`config.mk`:
```
export PLATFORM = sky130hd
export DESIGN_NAME = serial_parity
export DESIGN_NICKNAME = d
export VERILOG_FILES = /design/src/rtl/serial_parity_pkg.sv /design/src/rtl/serial_parity_fsm.sv /design/src/rtl/serial_parity.sv
export SDC_FILE = /design/constraint.sdc
export NUM_CORES = 1
export LEC_CHECK = 0
export ABC_CLOCK_PERIOD_IN_PS = 1700
export CAP_MARGIN = 0
export CELL_PAD_IN_SITES_DETAIL_PLACEMENT = 0
export CELL_PAD_IN_SITES_GLOBAL_PLACEMENT = 1
export CORE_MARGIN = 4
export CORE_UTILIZATION = 32
export CTS_BUF_LIST = sky130_fd_sc_hd__clkbuf_16
export CTS_CLUSTER_DIAMETER = 120
export DETAILED_ROUTE_END_ITERATION = 16
export PLACE_DENSITY_LB_ADDON = 0.1
export SYNTH_ARGS = -nofsm -noshare
export SYNTH_HDL_FRONTEND = slang
export SYNTH_SLANG_ARGS = --single-unit
```
`constraint.sdc`:
```
create_clock -name clk -period 1.7 [get_ports clk]
set_input_delay 0.34 -clock clk [delete_from_list [all_inputs] [get_ports clk]]
set_output_delay 0.34 -clock clk [all_outputs]
set_load 0.005 [all_outputs]
```
`src/rtl/serial_parity_pkg.sv`:
```
// Shared types and helpers for the serial parity tracker.
package serial_parity_pkg;

  typedef enum logic {
    S_EVEN = 1'b0,
    S_ODD  = 1'b1
  } state_e;

  // Saturation value of an unsigned counter that is w bits wide.
  function automatic logic [31:0] cnt_sat(input int unsigned w);
    return (32'd1 << w) - 32'd1;
  endfunction

endpackage

```
`src/rtl/serial_parity_fsm.sv`:
```
// Two-state parity FSM with a registered, polarity-selectable parity output.
//  state  | meaning
//  S_EVEN | even number of ones accepted since the last restart
//  S_ODD  | odd number of ones accepted since the last restart
module serial_parity_fsm
  import serial_parity_pkg::*;
#(
  parameter bit ODD_PARITY = 1'b0
) (
  input  logic clk,
  input  logic rst_n,
  input  logic clear_i,
  input  logic load_i,
  input  logic toggle_i,
  input  logic x_i,
  output logic p_o
);

  state_e state_q, state_d;

  always_ff @(posedge clk) begin
    if (!rst_n) state_q <= S_EVEN;
    else        state_q <= state_d;
  end

  always_comb begin
    state_d = state_q;
    if (clear_i)       state_d = S_EVEN;
    else if (load_i)   state_d = x_i ? S_ODD : S_EVEN;
    else if (toggle_i) state_d = (state_q == S_ODD) ? S_EVEN : S_ODD;
  end

  assign p_o = (state_q == S_ODD) ^ ODD_PARITY;

endmodule

```
`src/rtl/serial_parity.sv`:
```
// Serial parity tracker: bit counter, optional fixed-length framing, clear.
module serial_parity
  import serial_parity_pkg::*;
#(
  parameter bit          ODD_PARITY = 1'b0,
  parameter int unsigned FRAME_LEN  = 0,
  parameter int unsigned CNT_W      = 8
) (
  input  logic             clk,
  input  logic             rst_n,
  input  logic             x,
  input  logic             en,
  input  logic             clr,
  output logic             p,
  output logic             frame_done,
  output logic [CNT_W-1:0] bit_cnt
);

  localparam logic [CNT_W-1:0] CNT_SAT = CNT_W'(cnt_sat(CNT_W));
  localparam logic [CNT_W-1:0] FRAME_N = CNT_W'(FRAME_LEN);
  localparam logic [CNT_W-1:0] CNT_ONE = CNT_W'(1);
  localparam bit               FRAMED  = (FRAME_LEN != 0);

  logic [CNT_W-1:0] cnt_q, cnt_d;
  logic             fd_q, fd_d;
  logic             frame_full, fsm_clear, fsm_load, fsm_toggle;

  // A completed frame stays "full" through idle cycles until the next accepted bit.
  assign frame_full = FRAMED && (cnt_q == FRAME_N);
  assign fsm_clear  = clr & ~en;
  assign fsm_load   = en & (clr | frame_full);
  assign fsm_toggle = en & ~fsm_load & x;

  always_comb begin
    cnt_d = cnt_q;
    if (fsm_clear)                     cnt_d = '0;
    else if (fsm_load)                 cnt_d = CNT_ONE;
    else if (en && (cnt_q != CNT_SAT)) cnt_d = cnt_q + CNT_ONE;
    fd_d = FRAMED && en && (cnt_d == FRAME_N);
  end

  always_ff @(posedge clk) begin
    if (!rst_n) begin
      cnt_q <= '0;
      fd_q  <= 1'b0;
    end else begin
      cnt_q <= cnt_d;
      fd_q  <= fd_d;
    end
  end

  serial_parity_fsm #(
    .ODD_PARITY(ODD_PARITY)
  ) u_fsm (
    .clk     (clk),
    .rst_n   (rst_n),
    .clear_i (fsm_clear),
    .load_i  (fsm_load),
    .toggle_i(fsm_toggle),
    .x_i     (x),
    .p_o     (p)
  );

  assign bit_cnt    = cnt_q;
  assign frame_done = fd_q;

endmodule

```
; Yosys cells after proc, flatten, opt, wreduce, memory -nomap -nowiden
; Cells that the tools add are included.
[word_totals]
reg_bits = 9
output_inout_bits = 10
wordCells = 23
[op_classes]
bitwise = 7
mux = 6
n_eq_ne = 1
n_reduce_logical = 5
add_sub_neg = 1
[op_table]
columns = cell, n
row1 = "8-bit by 1-bit adder with 8-bit output, second input constant", 1
row2 = "8-bit != test, second input constant", 1
row3 = 1-bit 2-to-1 mux, 6
row4 = 1-bit AND, 4
row5 = 2-bit nonzero test, 2
row6 = 1-bit NOT, 3
row7 = 3-bit OR reduction, 1
row8 = 2-bit OR reduction, 1
row9 = 1-bit logical AND, 1

; Longest topological paths before layout
[logic_depth]
ltp_word = 6
mapped_depth = 5
mapped_depth_nobuf = 4

; Modules after synthesis
; A second synthesis with hierarchy kept.
[unflattened]
hier_cells = 60
area_unflattened_um2 = 563.0
[modules_own_cells]
columns = module, instances, seq_area_each_um2, area_per_inst_um2, cells_per_inst
row1 = serial_parity, 1, 160.2, 513.0, 55
row2 = serial_parity_fsm, 1, 20.0, 50.0, 5

; Worst setup path before layout
; OpenSTA, ideal clock, no wires.
[synth_timing]
path_type = register -> register
startpoint = register cnt_q[0] (netlist: bit_cnt[0])
endpoint = register cnt_q[7] (netlist: bit_cnt[7])
period_less_slack_ps = 1501
t_required_ps = 1628
arrival_time_ps = 1429
stages_incl_launch_ff = 6
setup_slack_ps = 199
setup_time_ps = 72
cell_sequence = dfxtp_1 > ha_1 > and3_1 > clkbuf_1 > a2111oi_2 > mux2i_1
[synth_between]
elab_chain_cells = 2
[synth_rtl]
columns = item, line_no
row1 = from (decl), serial_parity.sv:24  ; logic [CNT_W-1:0] cnt_q, cnt_d;
row2 = from (signal assigned), serial_parity.sv:47  ; cnt_q <= cnt_d;
row3 = "parallel branches: the longest is 2 deep, another holds 8-bit by 1-bit adder with 8-bit output", --
; Several ways; the timed one is not identified.
; A chain may end at the register's enable or synchronous reset.

; Worst setup path after layout
[layout_timing]
startpoint = input en
endpoint = register cnt_q[7] (netlist: bit_cnt[7])
[layout_between]
elab_chain_cells = 3
[layout_rtl]
columns = item, line_no
row1 = from (decl), serial_parity.sv:12  ; input logic en,
row2 = 1-bit NOT, serial_parity.sv:30  ; assign fsm_clear = clr & ~en;
row3 = 1-bit AND, serial_parity.sv:30
row4 = 3-bit OR reduction (no line), --
; Parallel ways exist; a longest one is shown, timed or not.

==> results.md <==
- Outcome: finished clean
- CTS tree: yes
- Synthesized cell area: just over 500 sq um
- CTS clk-pin slew, worst paths: 0.04 ns
- DIE WIDTH: between 40 and 50 um
- DRC: 0
- 1st-iter DRT viols: 7
- Hold Vio Cnt, Final: 0
- FF+latch count, synth: 9
- Hold Slack: 0.491 ns
- Post-synthesis cell type count: 28
- Synth Flop Type: dfxtp_1
- Hold Crit Depth: 2
- Hold wc startpoint: bit_cnt[7]
- Period utilization: 0.910
- Reg2reg start: bit_cnt[1]
- Critical Path AT: 1.71 ns
- Vias in the first global route: between 400 and 500
- Reg-to-reg endpoint: bit_cnt[7]
- Mean Syn Cell Area: between 8 and 9 sq um
- Cell chain of the critical path: clkdlybuf4s50_1 > nand4_1 > a2111oi_2 > mux2i_1
- IO buf count: 13
- Post-route ant nets: 0
- CTS resizes: 0
- CTS Buf Count: 3
- Class of the worst hold path: reg2reg
- WP buf/inv: 1
- Via density: approximately 5.0
- Die H: roughly 48 um
- Largest stage delay on the critical path: 0.56 ns
- First-pass GRT wire length: just under 2 mm
- Peak VDD IR: between 0.6 and 0.7 mV
- FP Rows: 14
- Slowest stage cell, crit path: clkdlybuf4s50_1
- R2r setup slk: approximately 0.20 ns
- Worst clock skew: between 0.0006 and 0.0007 ns
- Worst setup SP type: primary input
- Share of cells above drive strength 1: 0.141
- Power Density: 899 nW/um^2
- Syn nets: 65
- Clock Tree Root: clkbuf_16
- HPWL after DPL: slightly below 900 um
- Post-synth EDFFs: 0
- GRT Total Usage: 0.129
- Period minus WS final: ~1.5 ns
- Final #Nets: 85
- Drt total wl: approximately 1.2 mm
- Leak pwr: around 0.00028 uW
- Initial Util: 0.338
- WP data required: around 1.9 ns
- Antenna cell count: 0
- Max Transition Viols Final: 0
- Htree depth: 1
- GP Congestion: between 0.7 and 0.8
- Pin count of the biggest net entering global routing: 11
- Top-area cell type share of the netlist area: 0.354
- Clock Tree Buf Depth: 2
- Met3 WL post-DR: 65 um
- Antenna violations before repair: 0
- Crit-path max FO: 5
- CP endpoint kind: register
- Setup Crit Path Kind: in2reg
- Power Total: 680 uW
- Largest cells by area after synthesis: dfxtp_1 35%, nand2b_1 6.1%, a21oi_1 5.9%, mux2i_1 5.9%, nand2_1 5.2%
- Core area: 1510 sq um
- Via count: ~470
- Worst R2R Path Depth: 4
- Top delay family on crit path: buffers and inverters
- Die ar.: 2290 sq um
- Most instantiated library cell after synthesis: dfxtp_1
- F_max: 646 MHz
- Setup bufs post-CTS: 0
- Worst-skew pair later-pin latency: ~0.23 ns
- Hold Crit Endpoint: bit_cnt[7]
- DRT Pass-1 Iters: 3
- Share of synthesized registers carrying an async set or reset: 0
- Clock sink total: 9
- Yosys warns: 0
- Final Setup Violations: 0
- Area delta synth->final: 48.4%
- WL per Instance: approximately 12 um
- Cell count after synthesis: 59
- Hold buffer count at CTS: 0
- Grt total ovfl: 0
- DRT met1 WL: approximately 580 um
- Seq/Total Area, Yosys: 0.354
- Highest metal used: met4
- Max Cap Viol: 0
- RSZ-0062 raised after global routing: no
- Largest area contributor in the netlist: dfxtp_1
- Met2 wire length: between 500 and 600 um
- IO Pins: 15
- Post-synth top cells: 9 x dfxtp_1, 7 x nand2_1, 6 x a21oi_1
routing by layer:
layer | global-route usage | up-vias
met4 | 0.0484 | 0
met3 | 0.0677 | 2
met5 | 0 | -
met1 | 0.162 | 212
met2 | 0.185 | 9
li1 | - | 248
placed cells by master (no fill, tap or decap), types with 2 or more instances in the layout:
cell              n
clkdlybuf4s50_1  13
dfxtp_1           9
nand2_1           7
a21oi_1           6
buf_4             6
nand2b_1          5
nor2b_1           3
mux2i_1           3
clkbuf_16         3
and4b_1           2
nor3_1            2
a211oi_1          2
nand3_1           2
inv_1             2
how the worst max path moves through the flow:
stage	startpoint	end	slack, ns	depth (start not counted)
2_1_floorplan	bit_cnt[0]	bit_cnt[7]	0.20	5
3_3_place_gp	en	bit_cnt[7]	-0.05	4
3_5_place_dp	en	bit_cnt[7]	-0.07	4
4_1_cts	en	bit_cnt[7]	0.15	4
5_1_grt	en	bit_cnt[7]	0.04	4
6_report	en	bit_cnt[7]	0.15	4
sequential cells by signal, summed over array words and instances, names as in the netlist:
register and flops:
u_fsm.p_o 1, bit_cnt 8
report_power, final:
group	switching [uW]	leakage [uW]	internal, uW	total [uW]
Sequential	2.41	0.0000730	216	219
Clock	99.2	0.0000423	307	406
Combinational	22.1	0.000168	32.5	54.7
Total	124	0.000283	556	680
layout make-up:
class / count / area, sq um
Inverter: 1 / 3.75
Clock buffer: 3 / 75.1
Sequential cell: 9 / 180
Multi-Input combinational cell: 45 / 298
Timing Repair Buffer: 19 / 175
Tap cell: 16 / 20.0
Fill cell: 161 / 751
Clock inverter: 1 / 3.75
through the flow:
| step | area (sq um) | setup slack, ns | TNS [ns] | std cells | util |
|---|---|---|---|---|---|
| after floorplan | 509 | 0.199 | 0 | 59 | - |
| after global placement | 677 | -0.0547 | -0.0606 | 90 | 0.449 |
| after detailed placement | 677 | -0.0731 | -0.112 | 90 | 0.449 |
| after CTS | 756 | 0.147 | 0 | 94 | 0.502 |
| after global routing | 756 | 0.0439 | 0 | 94 | 0.502 |
| final | 756 | 0.153 | 0 | 94 | 0.502 |
tightest hold or removal path: stages, from the launching register on:
cell	delay (ns)
dfxtp_1	0.32
nand2_1	0.06
mux2i_1	0.06
cell families after synthesis:
kind of cell / count (synthesis) / synth area share
other cells: 1 / 0.00736
buf+inv: 5 / 0.0614
mux: 3 / 0.0590
flops: 9 / 0.354
fa+ha+maj: 1 / 0.0246
compound gates: 13 / 0.174
xor+xnor: 1 / 0.0172
simple gates: 26 / 0.302
Power figures use the tool's default switching activity.
